[config.mk]
export PLATFORM = sky130hd
export DESIGN_NAME = serial2tcp_line_buffer
export DESIGN_NICKNAME = d
export VERILOG_FILES = /design/src/rtl/serial2tcp_line_buffer.sv
export SDC_FILE = /design/constraint.sdc
export NUM_CORES = 1
export LEC_CHECK = 0
export ABC_AREA = 1
export BUFFER_PORTS_ARGS = -buffer_cell sky130_fd_sc_hd__buf_2
export CORE_MARGIN = 2
export CORE_UTILIZATION = 41
export DETAILED_ROUTE_END_ITERATION = 10
export PLACE_DENSITY = 0.67
export SLEW_MARGIN = 25
export SYNTH_ARGS = -nofsm -noshare
export SYNTH_HDL_FRONTEND = slang
export SYNTH_SLANG_ARGS = --single-unit
[constraint.sdc]
create_clock -name sys_clk -period 4.16 [get_ports sys_clk]
set_clock_uncertainty 0.2 [all_clocks]
set_input_delay 0.416 -clock sys_clk [delete_from_list [all_inputs] [get_ports sys_clk]]
set_output_delay 0.416 -clock sys_clk [all_outputs]
set_load 0.02 [all_outputs]
[src/rtl/serial2tcp_line_buffer.sv]
// Line-assembling byte buffer between the serial2tcp source stream and its consumer.
// Bytes are held back until a delimiter, a full buffer or an idle timeout commits
// them, so downstream sees whole lines rather than single-byte bursts.
module serial2tcp_line_buffer #(
  parameter int         DEPTH   = 64,
  parameter logic [7:0] DELIM   = 8'h0A,
  parameter int         TIMEOUT = 1000
) (
  input  logic                     sys_clk,
  input  logic                     sys_rst_n,
  input  logic                     sink_valid,
  output logic                     sink_ready,
  input  logic [7:0]               sink_data,
  output logic                     source_valid,
  input  logic                     source_ready,
  output logic [7:0]               source_data,
  output logic [$clog2(DEPTH):0]   level,
  output logic                     pending
);

  localparam int PW = $clog2(DEPTH);
  localparam int LW = PW + 1;
  // A TIMEOUT of 0 or 1 still gets a 1-bit timer so the declarations stay legal.
  localparam int TW = (TIMEOUT > 1) ? $clog2(TIMEOUT) : 1;

  localparam logic [LW-1:0] FULL_LVL   = LW'(DEPTH);
  localparam logic [TW-1:0] TIMER_LAST = (TIMEOUT > 0) ? TW'(TIMEOUT - 1) : '0;

  logic [7:0]    mem [DEPTH];
  logic [PW-1:0] rd_ptr;
  logic [PW-1:0] wr_ptr;
  logic [LW-1:0] committed;
  logic [LW-1:0] level_next;
  logic [LW-1:0] committed_next;
  logic [LW-1:0] commit_base;
  logic [TW-1:0] timer;
  logic [TW-1:0] timer_next;
  logic          push;
  logic          pop;
  logic          is_delim;
  logic          timeout_fire;

  // Handshake flags depend only on registered state, never on the opposite side.
  assign sink_ready   = (level != FULL_LVL);
  assign source_valid = (committed != '0);
  assign source_data  = mem[rd_ptr];
  assign pending      = (level > committed);

  assign push     = sink_valid & sink_ready;
  assign pop      = source_valid & source_ready;
  assign is_delim = push & (sink_data == DELIM);

  // Occupancy after this edge's push and pop.
  always_comb begin
    level_next = level + {{(LW-1){1'b0}}, push} - {{(LW-1){1'b0}}, pop};
  end

  // Idle timer: counts only while uncommitted bytes wait and nothing arrives;
  // it returns to zero on a push, on firing, or when nothing is pending.
  always_comb begin
    timeout_fire = 1'b0;
    timer_next   = '0;
    if ((TIMEOUT > 0) && !push && pending) begin
      if (timer == TIMER_LAST) begin
        timeout_fire = 1'b1;
      end else begin
        timer_next = timer + TW'(1);
      end
    end
  end

  // Commit boundary: delimiter beats full beats timeout; otherwise only pops shrink it.
  always_comb begin
    commit_base    = committed - {{(LW-1){1'b0}}, pop};
    committed_next = commit_base;
    if (is_delim) begin
      committed_next = level_next;
    end else if (level_next == FULL_LVL) begin
      committed_next = FULL_LVL;
    end else if (timeout_fire) begin
      committed_next = level_next;
    end
  end

  // Pointer, occupancy, commit and timer registers.
  always_ff @(posedge sys_clk or negedge sys_rst_n) begin
    if (!sys_rst_n) begin
      rd_ptr    <= '0;
      wr_ptr    <= '0;
      level     <= '0;
      committed <= '0;
      timer     <= '0;
    end else begin
      if (push) begin
        wr_ptr <= wr_ptr + PW'(1);
      end
      if (pop) begin
        rd_ptr <= rd_ptr + PW'(1);
      end
      level     <= level_next;
      committed <= committed_next;
      timer     <= timer_next;
    end
  end

  // Byte storage; contents are meaningless until written, so no reset is needed.
  always_ff @(posedge sys_clk) begin
    if (push) begin
      mem[wr_ptr] <= sink_data;
    end
  end

endmodule

==> results.md <==
* Outcome: complete, no violations
* Data arrival at the endpoint of the critical path at 2.97 ns
* Area of the mapped netlist at 0.0231 mm²
* Setup slack after placement at 0.731 ns
* Fmax at 0.279 GHz
* Met2 global-route usage at 31.9%
* Class of the most critical hold timing path: input port to flip-flop
* Setup repair bufs after CTS at 0
* Post-route core utilization at 47.4%
* Antenna diode count at 0
* Part of the power in registers at 36.8%
* Count of max-cap constraint violations at 0
* Area of the placeable core at 0.0553 mm²
* WL per Instance at 19.7 µm
* Number of antenna violations at the first check in global routing at 0
* Number of enable flip-flop cells after synthesis at 512
* Proportion of power drawn by the clock network at 27.6%
* WP buf/inv at 3
* Clock root cell: clkbuf_16
* Area share of the largest cell type after synthesis at 66.7%
* Share of synthesized registers carrying an async set or reset at 6.57%
* Cell taking the most area after synthesis: edfxtp_1
* Gpl congestion at 0.859
* Number of sinks driven by the clock tree at 548
* Syn_nets at 2042
* Global Route Usage Sum at 19.6%
* Most frequently used cell type in the post-synthesis netlist: edfxtp_1
* Number of buffers on the longest clock path at 3
* Post-route DRC at 0
* Switching Power at 6.90 mW
* Via/cell ratio at 5.36
* Critical Path RT at 3.54 ns
* Kind of end point of the critical path: output port
* Critical path startpoint category: flip-flop
* Number of library cell types mapped by synthesis at 32
* Setup repair after global routing missed its margin: no
* I/O pin total at 30
* Number of global-route vias before repair at 14800
* Post-DP HPWL at 33.7 mm
* Post-synthesis cell count at 2010
* Clock buffer count from CTS at 54
* Row count at 86
* Global-route wire length before repair at 86.5 mm
* Fin. max-slew vios at 0
* Final worst-path setup slack at 0.571 ns
* Slowest Stage Delay on Critical Path at 0.65 ns
* Power Internal at 11.0 mW
* Total iterations of the first detailed-routing run at 5
* Max transition margin at 28.6%
* Clock insertion delay at the later pin of the skew report at 0.63 ns
* Post-layout min period at 3.59 ns
* Setup TNS at 0 ns
* Remaining global-route overflow at 0
* M3 GR Usage at 2.85%
* Vias post-DR at 15400
* Clock slew seen by the registers of the worst setup and hold paths at 0.06 ns
* Endpoints failing hold at 0
* Avg Cell Area, Syn at 11.5 µm²
* Synthesis-to-layout area growth at 13.7%
* Number of port buffers at 29
* Fraction of met1 tracks used by global routing at 27.2%
* PwrDens at 685 mW/mm²
* Pin count of the biggest net entering global routing at 162
* Classification of the worst setup path: flip-flop to output port
* Worst slew pin tran at 1.07 ns
* Ranking of synthesized cells by area: edfxtp_1, nor2_1, o21ai_0
* Part of the power in combinational logic at 35.7%
* Synth Flop Type: edfxtp_1
* Final instance area at 0.0262 mm²
* Die Ht at 241 µm
* Net count reported at finish at 2119
* Placed cell area at 0.0244 mm²
* Crit path max fanout at 42
* Die Area at 0.0581 mm²
* Maximum vdd drop at 619 µV
* Fraction of the yosys area taken by sequential cells at 70.6%
* Die X at 241 µm
* Largest delay contributor family on the critical path: simple AND/OR/NAND/NOR gates
* Remaining antenna violation count at 0
* Switching power as a share of total power at 38.5%
* Synth warnings at 0
* Worst hold slack at 0.0653 ns
* Most used standard cells in the synthesized netlist: edfxtp_1, nor2_1, nand2_1
* Flop and latch count out of synthesis at 548
* GRT Max-Usage Layer: met2
* Ratio of final minimum period to clock period at 86.3%
* Share of layout cells above drive strength 1 at 10.9%
* Starting density of the core at 41.7%
* Final setup violating endpoints at 0
* Clock tree from TritonCTS: done
* Max H-tree Level at 2
* Leakage at 9.23 nW
* Routed wire length at 56.7 mm
* Cell with the largest stage delay on the worst path: dfrtp_4
* Count of routing violations after the opening detailed-route iteration at 1520
* Worst-path cell chain: inv_2 -> buf_4 -> nor2_1 -> o21ai_0 -> a21oi_1 -> nor2_1 -> nand2_1 -> nand3_1 -> nand2_1 -> buf_2
[logic make-up after synthesis]
family	Yosys count	share of synthesized area, %
AOI/OAI and AO/OA	334	7.97
buffers and inverters	183	3.62
DFF	548	70.6
adders and majority gates	20	1.12
and+or+nand+nor	907	16.0
xor gates and xnor gates	18	0.684
[final cells by class]
class                           count  area, µm²
Inverter                           77        294
Timing Repair Buffer              127        936
Tap cell                          748        936
Fill cell                        4883      29100
Clock buffer                       65       1420
Multi-Input combinational cell   1279       5950
Clock inverter                     37        392
Sequential cell                   548      16300
[tightest hold or removal path: stages]
cell,delay (ns)
buf_2,0.12
inv_1,0.07
nor2_2,0.08
nand2_1,0.06
o21ai_0,0.07
[path summary, 6_finish.rpt]
path	start	endpoint	slack, ns	cells past startpoint
max in group asynchronous	sys_rst_n	rd_ptr[0]	2.87	2
worst max register to register	level[5]	committed[1]	0.64	16
worst max-delay path	rd_ptr[1]	source_data[5]	0.57	10
worst min register to register	timer[0]	timer[0]	0.31	1
min in group asynchronous	sys_rst_n	rd_ptr[4]	0.25	2
worst min-delay path	source_ready	rd_ptr[1]	0.07	5
[layout by cell type (no fill, tap or decap), drive strengths merged, types with 40 or more instances in the layout]
cell type    n
edfxtp     512
nor2       482
nand2      247
o21ai      228
nand3      133
buf        125
inv         74
clkbuf      65
o211ai      64
a21oi       40
[per-stage QoR]
| step | total power [mW] | instances |
|---|---|---|
| 2_1_floorplan | 11.0 | 2010 |
| 6_report | 18.0 | 2881 |
| 4_1_cts | 18.0 | 2881 |
| 5_1_grt | 18.9 | 2881 |
| 3_5_place_dp | 13.1 | 2777 |
| 3_3_place_gp | 13.0 | 2777 |
[routing by layer]
metal / up-vias / share of wire, %
met3: 98 / 7.4
met4: 0 / 2.7
li1: 7195 / -
met5: - / 0
met1: 7577 / 43
met2: 560 / 47
[power groups by stage]
stage          Combinational (mW)  Sequential (mW)  Clock [mW]
4_1_cts                      6.37             6.60        5.02
3_3_place_gp                 6.27             6.70           0
5_1_grt                      7.09             6.63        5.23
6_report                     6.41             6.60        4.95
3_5_place_dp                 6.34             6.71           0
2_1_floorplan                4.37             6.63           0
[registers in the layout, indices dropped and copies added, names as in the netlist]
signal	cells
committed	7
level	7
mem	512
rd_ptr	6
timer	10
wr_ptr	6
[repair_timing]
action                    CTS  global route
hold buffers                2             0
hold endpoints to repair   37             0
resized for setup           0             0
Note: power is estimated with default switching activity, not from simulation.
